===== config.mk =====
export PLATFORM = sky130hd
export DESIGN_NAME = out_ctrl_flat
export DESIGN_NICKNAME = d
export VERILOG_FILES = /design/src/rtl/out_ctrl_if.sv /design/src/rtl/out_ctrl.sv /design/src/flat_wrapper.sv
export SDC_FILE = /design/constraint.sdc
export NUM_CORES = 1
export LEC_CHECK = 0
export ABC_AREA = 1
export CORE_MARGIN = 3
export CORE_UTILIZATION = 30
export CTS_BUF_LIST = sky130_fd_sc_hd__clkbuf_4 sky130_fd_sc_hd__clkbuf_8 sky130_fd_sc_hd__clkbuf_16
export DETAILED_ROUTE_END_ITERATION = 12
export DONT_BUFFER_PORTS = 1
export PLACE_DENSITY_LB_ADDON = 0.12
export SYNTH_ARGS = -nofsm -noshare
export SYNTH_HDL_FRONTEND = slang
export SYNTH_SLANG_ARGS = --single-unit
export TNS_END_PERCENT = 30

===== constraint.sdc =====
create_clock -name clk -period 2.1 [get_ports clk]
set_input_delay 0.21 -clock clk [delete_from_list [all_inputs] [get_ports clk]]
set_output_delay 0.21 -clock clk [all_outputs]
set_load 0.005 [all_outputs]

===== src/rtl/out_ctrl_if.sv =====
// Downstream result stream from out_ctrl: saturated column data with valid/ready handshake.
interface out_ctrl_if #(
  parameter int datatype_size = 8
);
  logic signed [datatype_size-1:0] o_data;
  logic                            o_valid;
  logic                            i_ready;

  modport master (output o_data, output o_valid, input i_ready);
  modport slave  (input o_data, input o_valid, output i_ready);
endinterface


===== src/rtl/out_ctrl.sv =====
// CIM result-side controller: reads each output column from all vertical tiles,
// sums the partial sums, saturates to the output width and streams it downstream.
module out_ctrl #(
  parameter int datatype_size  = 8,
  parameter int psum_size      = 16,
  parameter int xbar_size      = 256,
  parameter int output_size    = 5,
  parameter int vertical_tiles = 2
) (
  input  logic                                clk,
  input  logic                                rst,
  input  logic                                i_cim_done,
  output logic                                o_rd_en,
  output logic [$clog2(xbar_size)-1:0]        o_addr,
  input  logic signed [psum_size-1:0]         i_psum [vertical_tiles],
  output logic                                o_busy,
  output logic                                o_done,
  out_ctrl_if.master                          dn
);

  localparam int AW    = $clog2(xbar_size);
  localparam int SUM_W = psum_size + $clog2(vertical_tiles) + 1;
  localparam logic signed [SUM_W-1:0] SAT_MAX = SUM_W'((2 ** (datatype_size - 1)) - 1);
  localparam logic signed [SUM_W-1:0] SAT_MIN = ~SAT_MAX;

  typedef enum logic [1:0] {
    S_IDLE,
    S_READ,
    S_LATCH,
    S_OUT
  } state_t;

  state_t                          state, next_state;
  logic [AW-1:0]                   addr;
  logic signed [datatype_size-1:0] data_q;
  logic                            done_q;
  logic signed [SUM_W-1:0]         sum;
  logic signed [datatype_size-1:0] sat;
  logic                            last_col;

  assign last_col = (addr == AW'(output_size - 1));

  always_ff @(posedge clk) begin
    if (rst) state <= S_IDLE;
    else     state <= next_state;
  end

  always_comb begin
    next_state = state;
    case (state)
      S_IDLE:  if (i_cim_done) next_state = S_READ;
      S_READ:  next_state = S_LATCH;
      S_LATCH: next_state = S_OUT;
      S_OUT:   if (dn.i_ready) next_state = last_col ? S_IDLE : S_READ;
      default: next_state = S_IDLE;
    endcase
  end

  always_comb begin
    o_rd_en    = 1'b0;
    dn.o_valid = 1'b0;
    o_busy     = 1'b1;
    case (state)
      S_IDLE:  o_busy     = 1'b0;
      S_READ:  o_rd_en    = 1'b1;
      S_OUT:   dn.o_valid = 1'b1;
      default: ;
    endcase
  end

  // Sign-extend every tile's partial sum to the full accumulation width.
  always_comb begin
    sum = '0;
    for (int unsigned i = 0; i < unsigned'(vertical_tiles); i++)
      sum = sum + {{(SUM_W - psum_size){i_psum[i][psum_size-1]}}, i_psum[i]};
  end

  always_comb begin
    if (sum > SAT_MAX)      sat = SAT_MAX[datatype_size-1:0];
    else if (sum < SAT_MIN) sat = SAT_MIN[datatype_size-1:0];
    else                    sat = sum[datatype_size-1:0];
  end

  // Address returns to 0 on the final handshake so it reads 0 throughout S_IDLE.
  always_ff @(posedge clk) begin
    if (rst) begin
      addr   <= '0;
      data_q <= '0;
      done_q <= 1'b0;
    end else begin
      done_q <= 1'b0;
      case (state)
        S_IDLE:  addr   <= '0;
        S_LATCH: data_q <= sat;
        S_OUT: begin
          if (dn.i_ready) begin
            if (last_col) begin
              addr   <= '0;
              done_q <= 1'b1;
            end else begin
              addr <= addr + AW'(1);
            end
          end
        end
        default: ;
      endcase
    end
  end

  assign o_addr    = addr;
  assign o_done    = done_q;
  assign dn.o_data = data_q;

endmodule

===== src/flat_wrapper.sv =====
// flat-port wrapper written by rule: the top's interface ports become plain ports
module out_ctrl_flat 
#(
  parameter int datatype_size  = 8,
  parameter int psum_size      = 16,
  parameter int xbar_size      = 256,
  parameter int output_size    = 5,
  parameter int vertical_tiles = 2
)
  (clk, rst, i_cim_done, o_rd_en, o_addr, i_psum, o_busy, o_done, dn_o_data, dn_o_valid, dn_i_ready);
  out_ctrl_if #(.datatype_size(datatype_size)) dn_i ();
  input  logic clk;
  input  logic rst;
  input  logic i_cim_done;
  output logic o_rd_en;
  output logic [$clog2(xbar_size)-1:0] o_addr;
  input  logic signed [psum_size-1:0] i_psum[vertical_tiles];
  output logic o_busy;
  output logic o_done;
  output wire logic [$bits(dn_i.o_data)-1:0] dn_o_data;
  output wire logic [$bits(dn_i.o_valid)-1:0] dn_o_valid;
  input wire logic [$bits(dn_i.i_ready)-1:0] dn_i_ready;
  assign dn_o_data = dn_i.o_data;
  assign dn_o_valid = dn_i.o_valid;
  assign dn_i.i_ready = dn_i_ready;
  out_ctrl #(.datatype_size(datatype_size), .psum_size(psum_size), .xbar_size(xbar_size), .output_size(output_size), .vertical_tiles(vertical_tiles)) u_core (.clk(clk), .rst(rst), .i_cim_done(i_cim_done), .o_rd_en(o_rd_en), .o_addr(o_addr), .i_psum(i_psum), .o_busy(o_busy), .o_done(o_done), .dn(dn_i));
endmodule

======== Word level (Yosys, flattened, before mapping) ========
Index checks and enable logic that the tools add are counted.
W data, S select, Z words.
storage, ports and cells
  register bits after elaboration ......... 19
  input port bits ......................... 36
  logic and storage cells ................. 34
operators by class
  add/subtract/negate cells ............... 2
  $lt $le $gt $ge ......................... 2
  eq/ne operators ......................... 6
  multiplexer cells ....................... 13
  bitwise logic cells ..................... 2
  reduce and logical (&&, ||, !) cells .... 5
operators with widths
  cell                   number
  $mux W8                4
  $gt A18 B8 Y1 const B  1
  $lt A18 B8 Y1 const B  1
  $add A16 B16 Y17       1
  $pmux W8 S2            1
  $add A8 B1 Y8 const B  1
  $eq A8 B3 Y1 const B   1
  $pmux W2 S4            1
  $mux W1                5
  $eq A2 B2 Y1 const B   2
  $mux W2                2
  $ne A2 B2 Y1 const B   2
  $reduce_and A2 Y1      2
  $reduce_or A3 Y1       1
  $eq A2 B1 Y1 const B   1
  $logic_not A2 Y1       1
  $not A1 Y1             2
  $reduce_bool A2 Y1     1

======== Depth between registers and ports, before layout ========
  depth after elaboration ................. 4
  gate-level depth with buffers ........... 17

======== Least setup slack after synthesis ========
Ideal clock, no wire load.
  path type ............................... in2reg
  start ................................... input i_psum[0] (netlist name)
  end ..................................... register u_core.data_q[5], in the netlist u_core.dn.o_data[5]
  library setup time ...................... 117 ps
  data arrival time ....................... 1898 ps
  data required time ...................... 1983 ps
  setup slack ............................. 85 ps
  stages on the path ...................... 17
  buffers on the path ..................... 0
  cell sequence ........................... ha_1 > inv_1 > fa_1 > inv_1 > nand2_1 > nand2_1 > nand3_2 > nand2_2 > nand2_1 > nand2_1 > nand2_1 > nor2_1 > nand3_1 > o21bai_4 > nand2_4 > nor2_1 > nor2_1
on the way
  longest elaborated chain between the ends .. 4
  elaborated cells between the ends (all ways) .. 5
RTL lines
  what                    line                text
  start: declaration      flat_wrapper.sv:17  input logic signed [psum_size-1:0] i_psum[vertical_tiles];
  $add A16 B16 Y17 *      out_ctrl.sv:75      sum = sum + {{(SUM_W - psum_size){i_psum[i][psum_size-1]}}, i_psum[i]};
  $lt A18 B8 Y1           out_ctrl.sv:80      else if (sum < SAT_MIN) sat = SAT_MIN[datatype_size-1:0];
  $mux W8                 out_ctrl.sv:80
  $mux W8 *               out_ctrl.sv:79      if (sum > SAT_MAX) sat = SAT_MAX[datatype_size-1:0];
  end signal: assignment  out_ctrl.sv:94      S_LATCH: data_q <= sat;
  end: declaration        out_ctrl.sv:35      logic signed [datatype_size-1:0] data_q;
Every way passes the cells marked *; elsewhere a longest branch is shown, timed or not.
A chain may end at the register's enable or synchronous reset.

======== Worst setup path after layout ========
  start ................................... input i_psum[0] (netlist name)
  end ..................................... register u_core.data_q[2], in the netlist u_core.dn.o_data[2]
Same word-level chain as after synthesis.

==> results.yml <==
outcome:
  status: "finished, final reports clean"
synthesis:
  synth.lib_cells_used.distinct: 29
  synth_seq_cells: 19
  yosysWarningCount: 0
  syn_inst: 354
  syn_avg_cell_area_sq_um: 5.91
  yosysSeqAreaShare_pct: 18.2
  syn_nets: 413
  synth_area_sq_mm: 0.00209
die:
  die_x_um: 89.5
  ioPinCount: 56
  dieArea_sq_mm: 0.00801
  rows: 29
  dieHeight_um: 89.5
  core_area_sq_mm: 0.00657
  start_util_pct: 31.8
setup_path:
  reg2reg_depth: 9
  end_kind: "register"
  path_max_fanout: 7
  startpoint_type: "primary input"
  r2r_slack_ns: 0.43
  critPathRequiredTime_ns: 2.25
  crit_type: "primary input to register"
  r2r-end: "u_core.o_addr[6]"
  r2r_start: "u_core.state[0]"
  crit_arrival_ns: 1.99
finish:
  area_growth_pct: 12.2
  finalNonFillerCells: 458
  seqCellArea_sq_um: 380
  nets: 425
  drive_gt1_share_pct: 11.2
  multi_input_area_sq_mm: 0.00149
  final_cell_area_sq_mm: 0.00235
  final_util_pct: 35.7
  n_antenna_cell: 0
  nFillCells: 770
routing:
  ant_nets: 0
  drt_iter0_markers: 85
  drt_drc_violations_left: 0
  routedWlPerCell_um: 10.9
  firstDrtPassIters: 4
  vias: 2071
  routed_wl_mm: 4.99
  via_per_inst: 4.52
timing:
  layout_setup_ws_ns: 0.260
  achievable-frequency_mhz: 544
  finalClockSkew_ns: 0.00116
  worst_pin_slew_ns: 0.415
  layout_min_cycle_time_ns: 1.84
  final-max-slew-violation-count: 0
  finalHoldViolations: 0
  max_slew_margin_pct: 72.1
  period_share_pct: 87.6
  setup_viol: 0
  holdWs_ns: 0.0136
clocking:
  clk_pin_slew_worst_paths_ns: 0.07
  tritoncts: "done"
  cts-htree-levels: 1
  cts.sinks: 19
  cts_root_buf: "clkbuf_8"
  cts_buffer_depth: 2
  cts_made_buffers: 3
  clk_latency_ns: 0.25
  cts-hold-fix-buffers: 0
hold_path:
  hp-start: "rst"
  hold_end: "u_core.dn.o_data[7]"
  hp-class: "primary input to register"
  hold_depth: 1
power_and_ir_drop:
  clkPwrFrac_pct: 15.9
  ir_worst_vdd_mv: 0.308
  switchingPower_uw: 705
  leakage_uw: 0.00122
  switching_share_pct: 43.9
  power_frac_comb_pct: 51.4
  p_seq_share_pct: 32.8
  powerDensity_mw_per_mm2: 685
  p_int_uw: 902
grt:
  grt_first_pass_wirelength_mm: 8.38
  track_usage_pct: 12.7
  grt_pass1_vias: 1952
  antenna_found_initial: 0
  grt-ovfl-total: 0
  grt_max_degree: 12
placement:
  dp_hpwl_mm: 4.37
  placed_area_sq_mm: 0.00227
  dp_slack_ns: -0.0246
  place_inst: 454
  gp_congestion: 0.776
  port_buffers: 0
flow_run:
  maxCapViolations: 0
-- synth_stat cells (all sizes together) --
cell type | count | share of area (%)
fa | 1 | 0.96
dfxtp | 19 | 18
a211oi | 2 | 0.72
o21ai | 13 | 3.1
xnor2 | 3 | 1.3
inv | 63 | 11
nor3b | 2 | 0.72
nand3 | 26 | 7.2
buf | 1 | 0.24
and2 | 2 | 0.60
nand2 | 115 | 22
ha | 22 | 13
nand3b | 3 | 1.1
a21oi | 21 | 5.2
nand4 | 5 | 1.5
nor4 | 2 | 0.60
nor2 | 44 | 8.5
nor3 | 3 | 0.72
xor2 | 3 | 1.3
o21bai | 2 | 1.3
or2 | 2 | 0.60
-- critical path, cell delays in order --
cell and delay (ns):
ha_1 0.14, inv_1 0.05, fa_1 0.38, inv_1 0.09, nand2_1 0.06, nand2_2 0.08, nand3_2 0.08, nand2_2 0.09
nand2_1 0.05, nand2_1 0.07, nand2_1 0.06, nor2_2 0.11, nand3_2 0.10, o21bai_4 0.14, nand2_4 0.09, nor2_1 0.13
nor2_1 0.05
-- cell families after synthesis --
| logic type | share of synthesized area (%) |
|---|---|
| compound gates | 10.3 |
| xor+xnor | 2.51 |
| fa+ha+maj | 14.1 |
| buf+inv | 11.5 |
| flops | 18.2 |
| simple gates | 43.3 |
-- stage by stage --
step | setup TNS, ns | total power, uW
floorplan | 0 | 1130
global placement | 0 | 1350
detailed placement | -0.126 | 1360
CTS | 0 | 1620
global route | -0.0393 | 1780
finish | 0 | 1610
-- area by class of cell --
cell class	count	share of cell area [%]
flip-flops and latches	19	16.2
clock buffers	3	1.76
multi-input cells	271	63.7
clock inverters	1	0.213
repair buffers	8	3.09
inverters	63	10.1
well taps	93	4.96
-- how the worst max path moves through the flow --
stage	from	to	depth (start not counted)
after floorplan	i_psum[0]	u_core.dn.o_data[5]	17
after global placement	i_psum[0]	u_core.dn.o_data[1]	17
after detailed placement	i_psum[0]	u_core.dn.o_data[4]	17
after CTS	i_psum[0]	u_core.dn.o_data[6]	17
after global routing	i_psum[0]	u_core.dn.o_data[1]	17
final	i_psum[0]	u_core.dn.o_data[2]	17
-- registers in the layout, summed over array words and instances, names as in the netlist --
| register | flops |
|---|---|
| u_core.o_done | 1 |
| u_core.state | 2 |
| u_core.dn.o_data | 8 |
| u_core.o_addr | 8 |
-- power groups by stage --
| stage | logic (uW) | registers, uW | clock network, uW |
|---|---|---|---|
| 6_report | 825 | 526 | 255 |
| 5_1_grt | 959 | 542 | 282 |
| 4_1_cts | 824 | 530 | 265 |
| 3_5_place_dp | 820 | 540 | 0 |
| 3_3_place_gp | 817 | 536 | 0 |
| 2_1_floorplan | 618 | 512 | 0 |
-- per-layer routing --
metal,vias to the layer above,track usage (%),wire (um)
met2,43,20.2,2170
met5,-,0,0
met1,887,18.4,2580
li1,1139,-,-
met3,2,2.40,239
met4,0,1.22,8
-- cells in the final DEF (no fill, tap or decap), types with 2 or more instances in the layout --
cell,instances
nand2_1,106
nand4_1,5
buf_4,7
nor2_2,9
nand3_1,21
dfxtp_1,19
nor3_1,3
xnor2_1,3
a21oi_1,18
and2_1,2
a21oi_2,3
inv_2,2
nor4_1,2
nor3b_1,2
xor2_1,3
nand2_2,8
o21ai_0,12
ha_1,22
or2_1,2
nand3_2,5
nand3b_1,3
nor2_1,35
inv_1,61
clkbuf_8,3
a211oi_1,2
-- what timing repair did --
action | in CTS | in global routing
endpoints found under the setup margin | 0 | 7
resized for setup | 0 | 8
hold endpoints to repair | 0 | 0
setup buffers | 0 | 0
No activity file was read; power rests on OpenSTA's default activity.
